`config.mk`:
```
export PLATFORM = sky130hd
export DESIGN_NAME = phase_timer
export DESIGN_NICKNAME = d
export VERILOG_FILES = /design/src/rtl/phase_timer.sv
export SDC_FILE = /design/constraint.sdc
export NUM_CORES = 1
export LEC_CHECK = 0
export BUFFER_PORTS_ARGS = -buffer_cell sky130_fd_sc_hd__buf_2
export CORE_MARGIN = 3
export CORE_UTILIZATION = 46
export CTS_CLUSTER_SIZE = 25
export DETAILED_ROUTE_END_ITERATION = 8
export GPL_TIMING_DRIVEN = 0
export PLACE_DENSITY_LB_ADDON = 0.05
export SYNTH_ARGS = -nofsm -noshare
export SYNTH_HDL_FRONTEND = slang
export SYNTH_SLANG_ARGS = --single-unit
```
`constraint.sdc`:
```
create_clock -name clk -period 3.8 [get_ports clk]
set_input_delay 0.38 -clock clk [delete_from_list [all_inputs] [get_ports clk]]
set_output_delay 0.38 -clock clk [all_outputs]
set_load 0.005 [all_outputs]
```
`src/rtl/phase_timer.sv`:
```
// Prescaled countdown timer: tick strobe every DIV enabled cycles, loadable countdown with done pulse.
// Optional PHASE_TIMER_BCD_EN adds saturating decimal digit outputs of the countdown value.
module phase_timer #(
  parameter int CLK_FREQ  = 50_000,
  parameter int TICK_HZ   = 1,
  parameter int SEC_WIDTH = 8
) (
  input  logic                 clk,
  input  logic                 rst,
  input  logic                 enable,
  input  logic                 load,
  input  logic [SEC_WIDTH-1:0] load_value,
  output logic                 tick,
  output logic [SEC_WIDTH-1:0] remaining,
  output logic                 busy,
`ifdef PHASE_TIMER_BCD_EN
  output logic [3:0]           bcd_tens,
  output logic [3:0]           bcd_ones,
`endif
  output logic                 done
);

  localparam int DIV = CLK_FREQ / TICK_HZ;
  localparam int PW  = (DIV < 2) ? 1 : $clog2(DIV);

  generate
    if ((CLK_FREQ % TICK_HZ) != 0 || DIV < 2) begin : g_cfg_err
      $error("phase_timer: CLK_FREQ must be a multiple of TICK_HZ with DIV >= 2");
    end
  endgenerate

  logic [PW-1:0]        r_pre;
  logic [SEC_WIDTH-1:0] r_remaining;
  logic                 r_busy;
  logic                 r_done;
  logic                 w_wrap;

  assign w_wrap = (r_pre == PW'(DIV - 1));
  assign tick   = w_wrap & enable;

  // Load takes priority over any tick in the same cycle and restarts the prescaler phase.
  always_ff @(posedge clk or posedge rst) begin
    if (rst) begin
      r_pre       <= '0;
      r_remaining <= '0;
      r_busy      <= 1'b0;
      r_done      <= 1'b0;
    end else begin
      r_done <= 1'b0;
      if (load) begin
        r_pre       <= '0;
        r_remaining <= load_value;
        r_busy      <= (load_value != '0);
        r_done      <= (load_value == '0);
      end else begin
        if (enable)
          r_pre <= w_wrap ? '0 : r_pre + PW'(1);
        if (tick && r_busy) begin
          if (r_remaining == SEC_WIDTH'(1)) begin
            r_remaining <= '0;
            r_busy      <= 1'b0;
            r_done      <= 1'b1;
          end else begin
            r_remaining <= r_remaining - SEC_WIDTH'(1);
          end
        end
      end
    end
  end

  assign remaining = r_remaining;
  assign busy      = r_busy;
  assign done      = r_done;

`ifdef PHASE_TIMER_BCD_EN
  logic [6:0] w_sat;
  assign w_sat    = (32'(r_remaining) > 32'd99) ? 7'd99 : 7'(r_remaining);
  assign bcd_tens = 4'(w_sat / 7'd10);
  assign bcd_ones = 4'(w_sat % 7'd10);
`endif

endmodule

```
# Word level (Yosys, flattened, before mapping)
# Index checks and enable logic that the tools add are counted.
[totals]
register_bits = 26
latchBits = 0
ramBits = 0
romBits = 0
input_bits = 12
output_inout_bits = 11
wordCells = 28
mem_count = 0
[classes]
addsub = 2
mul = 0
div = 0
magnitude_cmp = 0
n_eq_ne = 2
shift = 0
mux = 12
bitwise_logic = 1
n_reduce_logical = 7
[ops]
columns = ["cell", "n"]
rows = [
  ["16-bit two-way mux", 3],
  ["8-bit two-way mux", 3],
  ["16-bit by 1-bit adder with 16-bit output, second input constant", 1],
  ["16-bit equality test, second input constant", 1],
  ["8-bit by 1-bit equality test with 1-bit output, second input constant", 1],
  ["8-bit zero test", 1],
  ["8-bit nonzero test", 1],
  ["8-bit by 1-bit subtractor with 8-bit output, second input constant", 1],
  ["1-bit two-way mux", 6],
  ["2-bit nonzero test", 3],
  ["2-bit AND reduction", 1],
  ["1-bit AND", 1],
  ["1-bit logical AND", 1],
]

# Depth between registers and ports, before layout
# Gate-level depths: netlist of the first run.
[logic_depth]
depth_word = 5
ltp_mapped = 6

# Worst setup path after synthesis of the first run
# No wires, ideal clock.
[synth_path]
path_kind = "reg-to-reg"
startpoint = "register r_remaining[1], in the netlist remaining[1]"
endpoint = "register r_remaining[0], in the netlist remaining[0]"
setup_time_ps = 119
arrival_time_ps = 1716
setup_slack_ps = 1965
path_stages_with_launch = 7
synth_period_minus_slack_ps = 1835
cell_sequence = "dfrtp_1 inv_1 ha_1 or4b_1 o21ai_0 o41a_1 a21bo_2"
[synth_between]
elab_chain_len = 4
[synth_lines]
columns = ["element", "line", "source"]
rows = [
  ["start: declaration", "33", "logic [SEC_WIDTH-1:0] r_remaining;"],
  ["start signal: assignment", "52", "r_remaining <= load_value;"],
  ["start signal: assignment", "64", "r_remaining <= r_remaining - SEC_WIDTH'(1);"],
  ["8-bit by 1-bit equality test with 1-bit output", "59", "if (r_remaining == SEC_WIDTH'(1)) begin"],
  ["8-bit two-way mux", "59", ""],
  ["8-bit two-way mux", "58", "if (tick && r_busy) begin"],
  ["8-bit two-way mux", "50", "if (load) begin"],
]
# Every way passes these cells. The select of a mux whose other input is x is not followed.
# A chain may end at the register's enable or synchronous reset.

# Worst setup path in the final report of the first run
[layout_path]
startpoint = "register r_pre[4]"
endpoint = "output port tick"
[layout_between]
elab_chain_len = 2
[layout_lines]
columns = ["element", "line", "source"]
rows = [
  ["start: declaration", "32", "logic [PW-1:0] r_pre;"],
  ["start signal: assignment", "57", "r_pre <= w_wrap ? '0 : r_pre + PW'(1);"],
  ["16-bit equality test", "38", "assign w_wrap = (r_pre == PW'(DIV - 1));"],
  ["1-bit AND", "39", "assign tick = w_wrap & enable;"],
  ["end: declaration", "13", "output logic tick,"],
]
# Every way passes these cells.

==> summary.txt, run 1 <==
Final layout
  – Ratio of cells with drive above 1 in the final layout: between 10% and 20%
  – Final net count: 213
  – Area taken by flip-flops and latches: 650.6 um2
  – Number of diodes: 0
  – Leading cell types in the layout, fill and taps excluded: sky130_fd_sc_hd__dfrtp_1 (26), sky130_fd_sc_hd__buf_2 (24), sky130_fd_sc_hd__nor2_1 (20)
  – Multi-input combinational cell area: about 900 um2
  – Most common cell after layout, fill and taps aside: sky130_fd_sc_hd__dfrtp_1
  – Number of fillers in the final layout: 296
  – Area added between synthesis and finish: 13.36%
  – Post-layout utilization of the core: 56.77%

Synthesis
  – Distinct cell type count of the synthesized netlist: 43
  – Mapped Avg Cell Area: between 9 and 10 um2
  – Post-synth EDFFs: 0
  – Largest cells by area after synthesis: sky130_fd_sc_hd__dfrtp_1 (41%), sky130_fd_sc_hd__xnor2_1 (5.0%), sky130_fd_sc_hd__nor2_1 (4.7%)
  – Leading register cell type out of synthesis: sky130_fd_sc_hd__dfrtp_1
  – Fraction of registers with async set/reset: 100.0%
  – Synthesized net count: between 150 and 200
  – Area share of the largest cell type after synthesis: 40.88%
  – Area of the mapped netlist: 1592 um2
  – Synthesis warning total: 0
  – Flip-flop and latch count after synthesis: 26
  – Gate count of the mapped netlist: about 170
  – Share of synthesized area occupied by flip-flops and latches: approximately two fifths
  – Top cell type by total area after synthesis: sky130_fd_sc_hd__dfrtp_1

Routing
  – Antenna violation net count after detailed routing: 0
  – Total DRC errors in the routed layout: 0
  – Via Count: 1,424
  – DR pass1 iterations: 4
  – DRC violation total after the first TritonRoute iteration: around 120
  – Post-DR vias/cell: 5.909
  – Drt total wl: around 3700 um
  – Routed len/inst: between 15 and 20 um

Floorplan
  – Chip height: 64.82 um
  – Width of the die: roughly 65 um
  – Number of placement rows: 20
  – Number of primary I/O pins: 23
  – Core Region: approximately 3200 um2
  – Starting Density: 50.08%
  – Die ar.: 4202 um2

Power
  – Static leakage power: 0.7238 nW
  – Net switching power: 0.0001397 W
  – Sw Ratio: around a quarter
  – Share of power burned in registers: approximately 54%
  – Cell-internal power: 0.0004245 W
  – Total power density per cell area: between 300 and 400 nW/um2
  – Share of power burned in combinational logic: 12.7%
  – IR drop worst, VDD: roughly 0.26 mV
  – Fraction of power consumed by the clock network: 33.5%

Placement
  – Quantity of I/O buffers inserted on ports: 21
  – Final HPWL from detailed placement: 2772 um
  – Routability congestion estimate from global placement: 0.9266

Global route
  – Initial antenna violation count: 0
  – Maximum number of pins on one net before global-route repair: 27
  – Total congestion overflow: 0
  – Wire length of the first global-routing pass: 6417 um
  – Total track usage: roughly a fifth
  – Vias in the first global route: 1,358

Setup path
  – Data arrival time at the worst-slack endpoint: 1910 ps
  – Kind of launch point of the worst setup path: flip-flop
  – Critical Path Slowest Stage Cell: sky130_fd_sc_hd__dfrtp_1
  – Cell-by-cell listing of the critical path: nor4b_1 > nand3_1 > buf_2 > nor2_1 > buf_2
  – Data required, critical path: 3420 ps
  – Type of the worst setup path: flip-flop to primary output
  – Reg2reg start: r_pre[4]
  – CP Launch Point: r_pre[4]
  – Crit path max fanout: 10
  – Slowest Stage Delay on Critical Path: ~480 ps
  – Kind of end point of the critical path: primary output
  – Most repeated library cell on the critical path: sky130_fd_sc_hd__buf_2

Timing
  – Peak Freq: 437.5 MHz
  – Share of the clock period used by the worst path after layout: 60.15%
  – Unrepaired setup endpoints after global routing: false
  – Endpoints failing setup: 0
  – Worst-Margin Slew: 929.2 ps
  – Final min period: 2286 ps
  – Worst clock skew on the final layout: 5.350 ps
  – Setup TNS: 0 ps
  – Number of failing hold endpoints at the final stage: 0
  – Worst slew margin relative to its limit: 37.99%
  – Number of pins exceeding their max-slew limit in the final report: 0

Clock network
  – Reg clk slew, reported paths: 140 ps
  – Library cell used as clock root buffer: sky130_fd_sc_hd__clkbuf_4
  – Clock tree from TritonCTS: done
  – Quantity of gates resized following cts: 0
  – Post-CTS setup buffer count: 0
  – CTS buffer count: 3
  – Number of H-tree branching levels: 1
  – Buffers from clock root to sink, at most: 2
  – Clock Sinks: 26
  – Worst-skew pair later-pin latency: 320 ps
  – Count of hold buffers inserted by post-cts repair: 0

Worst hold path
  – Worst Hold Class: input pin to async pin

Run status
  – Run status: complete, no violations

Run
  – Max-cap check violation count: 0
layer usage:
metal | wire length (um) | track usage [%]
met5 | 0 | 0
met4 | 39 | 4.222
met3 | 197 | 4.159
met2 | 1640 | 28.22
met1 | 1809 | 29.23
sequential cells by signal, indices dropped and copies added, names as in the netlist:
register / flops
r_pre: 16
busy: 1
remaining: 8
done: 1
worst paths after layout:
kind	to	slack, ps	cells past startpoint
max	tick	1510	5
min in group clk	remaining[2]	290	2
min reg2reg	r_pre[15]	570	2
max in group asynchronous	r_pre[12]	3000	2
min	r_pre[4]	240	2
max reg2reg	r_pre[6]	1590	6
worst max-delay path, delay by kind of cell, from the launching register on:
kind | cells | cell delay [ps]
DFF | 1 | 480
buffers and inverters | 2 | 360
and+or+nand+nor | 3 | 730
cell usage after synthesis, types with 2 or more instances:
cell type and n:
sky130_fd_sc_hd__nor2_1 20, sky130_fd_sc_hd__mux2_2 2, sky130_fd_sc_hd__or2_2 2, sky130_fd_sc_hd__nand2b_1 4
sky130_fd_sc_hd__nand2_1 14, sky130_fd_sc_hd__buf_2 3, sky130_fd_sc_hd__xnor2_1 9, sky130_fd_sc_hd__a21boi_0 2
sky130_fd_sc_hd__xor2_1 4, sky130_fd_sc_hd__nor4b_1 2, sky130_fd_sc_hd__nor3_1 5, sky130_fd_sc_hd__nor4_1 7
sky130_fd_sc_hd__inv_1 6, sky130_fd_sc_hd__nor4bb_1 2, sky130_fd_sc_hd__a21oi_1 5, sky130_fd_sc_hd__o31ai_1 5
sky130_fd_sc_hd__o211ai_1 2, sky130_fd_sc_hd__and3_1 2, sky130_fd_sc_hd__o41ai_1 4, sky130_fd_sc_hd__and4_1 3
sky130_fd_sc_hd__ha_1 3, sky130_fd_sc_hd__nand3_1 8, sky130_fd_sc_hd__dfrtp_1 26, sky130_fd_sc_hd__o21ai_0 5
sky130_fd_sc_hd__or4_1 2, sky130_fd_sc_hd__nand4_1 4, sky130_fd_sc_hd__clkbuf_1 5
power groups by stage:
stage               sequential (W)  combinational (W)  clock [W]
floorplan                 0.000305          0.0000448          0
global placement          0.000308          0.0000708          0
detailed placement        0.000309          0.0000717          0
CTS                       0.000304          0.0000720   0.000197
global route              0.000307          0.0000817   0.000211
finish                    0.000304          0.0000715   0.000189
logic make-up (layout without fill, tap and decap cells):
group	after synthesis	in the layout	synth area share, %
buf+inv	14	39	3.537
simple gates	81	81	28.14
fa+ha+maj	3	3	2.359
compound gates	33	33	16.51
flops	26	26	40.88
xor+xnor	13	13	7.154
mux	2	2	1.415
area by class of cell:
| type | count | area share (%) |
|---|---|---|
| Buffer | 8 | 1.872 |
| Clock buffer | 3 | 1.248 |
| Clock inverter | 1 | 1.664 |
| Inverter | 6 | 1.248 |
| Multi-Input combinational cell | 132 | 49.03 |
| Sequential cell | 26 | 36.06 |
| Tap cell | 44 | 3.051 |
| Timing Repair Buffer | 21 | 5.825 |
through the flow:
stage	cell area (um2)	hold WS, ps	setup slack, ps	instances	power [W]
final	1804	238.2	1514	241	0.0005642
after global routing	1804	288.6	1276	241	0.0005995
after CTS	1804	279.9	1513	241	0.0005729
after detailed placement	1752	543.1	1619	237	0.0003806
after global placement	1752	533.4	1661	237	0.0003784
after floorplan	1592	420.0	1965	172	0.0003503
No activity file was read; power rests on OpenSTA's default activity.
==> inputs of run 2 (changes only) <==
ABC_AREA = 1   (was not set)
clock period = 1.9 ns   (was 3.8 ns; I/O delays follow)
==> run 2 against run 1 <==
Effect of this change: register-to-register slack got worse by 1200 ps; synthesized cell count rose by 38%; total power rose by 120%; cell area rose by 11%; via count rose by 7.3%; critical endpoint unchanged; synthesized area rose by 13%; die area rose by 11%.
==> summary.txt, run 2 <==
Synthesis
  – Gate count of the mapped netlist: around 240
  – Mapped Avg Cell Area: 7.533 um2
  – Synthesis warning total: 0
  – Leading register cell type out of synthesis: sky130_fd_sc_hd__dfrtp_1
  – Largest cells by area after synthesis: sky130_fd_sc_hd__dfrtp_1 (36%), sky130_fd_sc_hd__nand2_1 (13%), sky130_fd_sc_hd__nand3_1 (7.3%)
  – Post-synth EDFFs: 0
  – Distinct cell type count of the synthesized netlist: 32
  – Synthesized net count: between 200 and 300
  – Top cell type by total area after synthesis: sky130_fd_sc_hd__dfrtp_1
  – Area of the mapped netlist: around 1800 um2
  – Area share of the largest cell type after synthesis: a little over a third
  – Fraction of registers with async set/reset: 100.0%
  – Share of synthesized area occupied by flip-flops and latches: 36.29%
  – Flip-flop and latch count after synthesis: 26
  – Most common cell in the synthesized netlist: sky130_fd_sc_hd__nand2_1
  – Cell types with the highest counts after synthesis: sky130_fd_sc_hd__nand2_1 (63), sky130_fd_sc_hd__nor2_1 (27), sky130_fd_sc_hd__dfrtp_1 (26), sky130_fd_sc_hd__nand3_1 (26), sky130_fd_sc_hd__inv_1 (19)

Routing
  – Total DRC errors in the routed layout: 0
  – Routed len/inst: 12.24 um
  – DR pass1 iterations: 4
  – Drt total wl: between 3000 and 4000 um
  – Via Count: between 1,500 and 2,000
  – Antenna violation net count after detailed routing: 0
  – DRC violation total after the first TritonRoute iteration: 71
  – Post-DR vias/cell: ~4.9

Clock network
  – Reg clk slew, reported paths: 90 ps
  – Clock tree from TritonCTS: done
  – Quantity of gates resized following cts: 0
  – Library cell used as clock root buffer: sky130_fd_sc_hd__clkbuf_8
  – Worst-skew pair later-pin latency: 270 ps
  – Number of H-tree branching levels: 1
  – Post-CTS setup buffer count: 0
  – Count of hold buffers inserted by post-cts repair: 0
  – Clock Sinks: 26
  – Buffers from clock root to sink, at most: 2
  – CTS buffer count: 3

Timing
  – Number of failing hold endpoints at the final stage: 0
  – Worst-Margin Slew: 1045 ps
  – Endpoints failing setup: 0
  – Worst clock skew on the final layout: 5.722 ps
  – Worst slew margin relative to its limit: 30.26%
  – Number of pins exceeding their max-slew limit in the final report: 0
  – Final min period: 1755 ps
  – Setup TNS: 0 ps
  – Unrepaired setup endpoints after global routing: false
  – Peak Freq: 569.9 MHz
  – Share of the clock period used by the worst path after layout: 92.35%

Placement
  – Cell Count Post-Placement: around 310
  – Final HPWL from detailed placement: approximately 2800 um
  – Quantity of I/O buffers inserted on ports: 20
  – Routability congestion estimate from global placement: 0.8084

Worst hold path
  – Worst Hold Class: input pin to async pin

Final layout
  – Leading cell types in the layout, fill and taps excluded: sky130_fd_sc_hd__nand2_1 (63), sky130_fd_sc_hd__nor2_1 (27), sky130_fd_sc_hd__nand3_1 (26), sky130_fd_sc_hd__dfrtp_1 (26), sky130_fd_sc_hd__buf_2 (22)
  – Layout Cells excl Fill: between 300 and 400
  – Final net count: about 280
  – Largest register FFs: 16
  – Most common cell after layout, fill and taps aside: sky130_fd_sc_hd__nand2_1
  – Largest Register: r_pre
  – Number of diodes: 0
  – Area added between synthesis and finish: 12.00%
  – Ratio of cells with drive above 1 in the final layout: 24.43%

Global route
  – Wire length of the first global-routing pass: 6886 um
  – Initial antenna violation count: 0
  – Total track usage: 19.64%
  – Maximum number of pins on one net before global-route repair: 27
  – Vias in the first global route: 1,533
  – Total congestion overflow: 0

Run
  – Max-cap check violation count: 0

Floorplan
  – Die ar.: 4683 um2
  – Number of placement rows: 22
  – Number of primary I/O pins: 23
  – Starting Density: a little under 50%
  – Chip height: 68.43 um
  – Core Region: 3716 um2
  – Width of the die: between 60 and 70 um

Run status
  – Run status: complete, no violations

Setup path
  – Kind of end point of the critical path: primary output
  – Crit path max fanout: 4
  – Type of the worst setup path: flip-flop to primary output
  – Data required, critical path: 1710 ps
  – Data arrival time at the worst-slack endpoint: 1560 ps
  – Kind of launch point of the worst setup path: flip-flop

Power
  – Power after layout: 0.001245 W
  – IR drop worst, VDD: 0.3541 mV
  – Static leakage power: 0.9255 nW
  – Total power density per cell area: 620.0 nW/um2
## run 2: per-layer routing
metal | vias to the layer above | part of all wire [%] | GRT usage [%]
li1 | 811 | - | -
met2 | 29 | 48 | 33.25
met4 | 0 | 1.9 | 7.940
met3 | 7 | 3.8 | 3.448
met5 | - | 0 | 0
met1 | 681 | 46 | 24.40
## run 2: kinds of logic (layout without fill, tap and decap cells)
logic type / Yosys count / after routing / synth area share [%]
AO/OA/AOI/OAI: 18 / 18 / 6.002
XOR/XNOR: 5 / 5 / 2.443
adder cells (fa/ha/maj): 3 / 3 / 2.094
buffers and inverters: 31 / 55 / 8.722
flip-flops: 26 / 26 / 36.29
AND/OR/NAND/NOR: 155 / 155 / 44.45
## run 2: path summary, 6_finish.rpt
check                               from           end  slack [ps]  cells after the start
setup / recovery                r_pre[0]          tick         150                      6
hold reg to reg             remaining[1]  remaining[1]         540                      2
setup reg to reg                r_pre[0]     r_pre[10]         360                      7
min in group clk           load_value[6]  remaining[6]         220                      5
hold / removal                       rst  remaining[1]         160                      2
max in group asynchronous            rst      r_pre[5]        1110                      2
## run 2: cell type report
| class | instances | area (um2) |
|---|---|---|
| tap | 48 | 60.06 |
| fill | 382 | 1708 |
| inverter | 23 | 86.33 |
| multi-input combinational | 181 | 985.9 |
| sequential | 26 | 650.6 |
| timing repair buffer | 20 | 100.1 |
| buffer | 8 | 70.07 |
| clock buffer | 4 | 55.05 |
## run 2: stage by stage
stage | worst slack (ps) | hold WS [ps] | cell area, um2 | utilization (%)
floorplan | 486.8 | 230.0 | 1793 | -
CTS | 134.4 | 198.7 | 2008 | 54.04
global route | 22.99 | 239.2 | 2008 | 54.04
global placement | 356.2 | 491.4 | 1953 | 52.56
detailed placement | 370.4 | 504.3 | 1953 | 52.56
finish | 145.4 | 155.8 | 2008 | 54.04
## run 2: where the power goes
part | internal, W | switching [W]
combinational | 0.000102 | 0.000150
sequential | 0.000584 | 0.0000437
clock | 0.000186 | 0.000180
## run 2: worst max-delay path: stages (launching register included)
cell and delay [ps]:
sky130_fd_sc_hd__dfrtp_1 410, sky130_fd_sc_hd__ha_1 250, sky130_fd_sc_hd__nand3_4 110, sky130_fd_sc_hd__nor2_4 180
sky130_fd_sc_hd__nand2_4 90, sky130_fd_sc_hd__nor2_4 110, sky130_fd_sc_hd__buf_2 130
==> inputs of run 3 (changes only) <==
ABC_AREA = 0   (was 1)
==> run 3 against run 2 <==
Effect of this change: via count is 1.6% higher; non-clock buffer count is 17 higher; largest power group unchanged; worst hold slack worse by 120 ps; sequential share of layout area is 0.83 points lower; global-route usage is 0.56 points higher; routed wire length is 9.6% higher; fmax is 5.7% lower; cell area is 4.6% higher; critical path type is now flip-flop to flip-flop; register-to-register slack worse by 320 ps; largest cell class unchanged.
==> summary.txt, run 3 (synthesis results as in run 1) <==
Run status
  – Run status: complete, no violations

Global route
  – Met2 capacity usage during global routing: a little under a third
  – Met3 GRT Util: 4.679%
  – Vias in the first global route: 1,443
  – Total track usage: 20.20%
  – Layer with the highest usage after global routing: met2
  – M1 GR Usage: ~29%
  – Maximum number of pins on one net before global-route repair: 27
  – Total congestion overflow: 0
  – Wire length of the first global-routing pass: 6693 um
  – Initial antenna violation count: 0

Placement
  – Final HPWL from detailed placement: 2772 um
  – Routability congestion estimate from global placement: about 0.93
  – Quantity of I/O buffers inserted on ports: 21
  – Dpl ws: -280.9 ps
  – Placed Area: ~1800 um2

Timing
  – Peak Freq: 537.3 MHz
  – Number of pins exceeding their max-slew limit in the final report: 0
  – Number of failing hold endpoints at the final stage: 0
  – Worst clock skew on the final layout: 7.696 ps
  – Setup TNS: 0 ps
  – Share of the clock period used by the worst path after layout: 97.95%
  – Worst-Margin Slew: approximately 940 ps
  – Endpoints failing setup: 0
  – Final min period: 1861 ps
  – Worst slew margin relative to its limit: 37.12%
  – Worst-case setup margin in the final layout: 38.95 ps
  – Unrepaired setup endpoints after global routing: true

Power
  – Static leakage power: 0.8308 nW
  – Fraction of power consumed by the clock network: 32.4%
  – Power after layout: 0.001188 W
  – Total power density per cell area: about 570 nW/um2
  – IR drop worst, VDD: 0.4980 mV
  – Cell-internal power: 0.0008821 W
  – Share of power burned in registers: 50.5%
  – Sw Ratio: 25.78%
  – Net switching power: 0.0003063 W
  – Share of power burned in combinational logic: 17.1%

Floorplan
  – Chip height: roughly 65 um
  – Width of the die: around 65 um
  – Core Region: 3178 um2
  – Number of placement rows: 20
  – Die ar.: 4202 um2
  – Starting Density: 50.08%
  – Number of primary I/O pins: 23

Setup path
  – Kind of launch point of the worst setup path: flip-flop
  – Kind of end point of the critical path: flip-flop
  – Data arrival time at the worst-slack endpoint: 2140 ps
  – Data required, critical path: roughly 2200 ps
  – Crit path max fanout: 2
  – Type of the worst setup path: flip-flop to flip-flop
  – Path depth of the worst reg2reg path: 4

Final layout
  – Final net count: 229
  – Post-layout utilization of the core: roughly two thirds
  – Number of fillers in the final layout: about 250
  – Area taken by flip-flops and latches: 663.1 um2
  – Largest register FFs: 16
  – Number of diodes: 0
  – Area added between synthesis and finish: 32.00%
  – Largest Register: r_pre
  – Leading cell types in the layout, fill and taps excluded: sky130_fd_sc_hd__buf_2 (23), sky130_fd_sc_hd__nor2_1 (19), sky130_fd_sc_hd__buf_4 (18)
  – Most common cell after layout, fill and taps aside: sky130_fd_sc_hd__buf_2
  – Final design instance area without fill: 2101 um2
  – Multi-input combinational cell area: 1031 um2
  – Ratio of cells with drive above 1 in the final layout: 37.09%

Routing
  – DR pass1 iterations: 4
  – DRC violation total after the first TritonRoute iteration: 95
  – Total DRC errors in the routed layout: 0
  – Antenna violation net count after detailed routing: 0
  – Routed len/inst: roughly 16 um
  – Post-DR vias/cell: 6.043
  – Via Count: 1,553
  – Drt total wl: between 4000 and 5000 um

Clock network
  – Worst-skew pair later-pin latency: 330 ps
  – Number of H-tree branching levels: 1
  – Buffers from clock root to sink, at most: 2
  – Library cell used as clock root buffer: sky130_fd_sc_hd__clkbuf_4
  – CTS buffer count: 3
  – Clock tree from TritonCTS: done
  – Count of hold buffers inserted by post-cts repair: 0
  – Reg clk slew, reported paths: 140 ps
  – Clock Sinks: 26

Run
  – Max-cap check violation count: 0

Worst hold path
  – Worst Hold Class: input pin to async pin
==> run 3: cell count changes in the layout (fill, tap and decap cells not counted), moves of 7 or more <==
cell	previous run	this run
sky130_fd_sc_hd__nand2_1	63	13
sky130_fd_sc_hd__nand3_1	26	7
sky130_fd_sc_hd__buf_4	1	18
sky130_fd_sc_hd__inv_1	19	6
sky130_fd_sc_hd__dfrtp_1	26	16
sky130_fd_sc_hd__dfrtp_2	0	10
sky130_fd_sc_hd__nor2_2	9	0
sky130_fd_sc_hd__nor2_1	27	19
sky130_fd_sc_hd__xnor2_1	2	9
==> run 3: routing by layer <==
metal | routed length (um) | vias to the layer above | part of all wire (%)
li1 | - | 723 | -
met4 | 61 | 0 | 1.5
met2 | 1934 | 51 | 47
met1 | 1960 | 771 | 47
met3 | 202 | 8 | 4.9
met5 | 0 | - | 0
==> run 3: worst paths after layout <==
path | from | slack (ps) | endpoint
hold reg to reg | r_pre[15] | 570 | r_pre[15]
max in group asynchronous | rst | 1220 | r_pre[12]
hold / removal | rst | 40 | r_pre[6]
setup / recovery | remaining[3] | 40 | remaining[6]
setup reg to reg | remaining[3] | 40 | remaining[6]
min in group clk | load_value[2] | 100 | remaining[2]
==> run 3: area by class of cell <==
type / instances / share of cell area, %
Multi-Input combinational cell: 132 / 49.08
Sequential cell: 26 / 31.57
Timing Repair Buffer: 39 / 11.44
Tap cell: 44 / 2.621
Buffer: 6 / 1.727
Clock inverter: 1 / 1.429
Clock buffer: 3 / 1.072
Inverter: 6 / 1.072
==> run 3: critical path, stage by stage, from the launching register on <==
cell	delay, ps
sky130_fd_sc_hd__dfrtp_2	440
sky130_fd_sc_hd__or3_4	380
sky130_fd_sc_hd__or4_4	510
sky130_fd_sc_hd__a2111oi_4	310
sky130_fd_sc_hd__a221o_1	160
==> run 3: stage by stage <==
step / hold slack [ps] / std cells
floorplan: 230.0 / 172
CTS: 89.86 / 247
global route: 104.2 / 257
global placement: 440.0 / 237
detailed placement: 442.4 / 237
finish: 40.66 / 257
==> run 3: power by group through the flow <==
stage / combinational [W] / sequential, W / clock, W
6_report: 0.000203 / 0.000600 / 0.000385
5_1_grt: 0.000226 / 0.000604 / 0.000421
4_1_cts: 0.000168 / 0.000602 / 0.000395
3_5_place_dp: 0.000143 / 0.000618 / 0
3_3_place_gp: 0.000142 / 0.000615 / 0
2_1_floorplan: 0.0000897 / 0.000611 / 0
==> run 3: what timing repair did <==
action                                  CTS  global route
endpoints found under the setup margin   19            19
pin swaps                                 3             5
buffers inserted                          6            12
resized for setup                        17            21
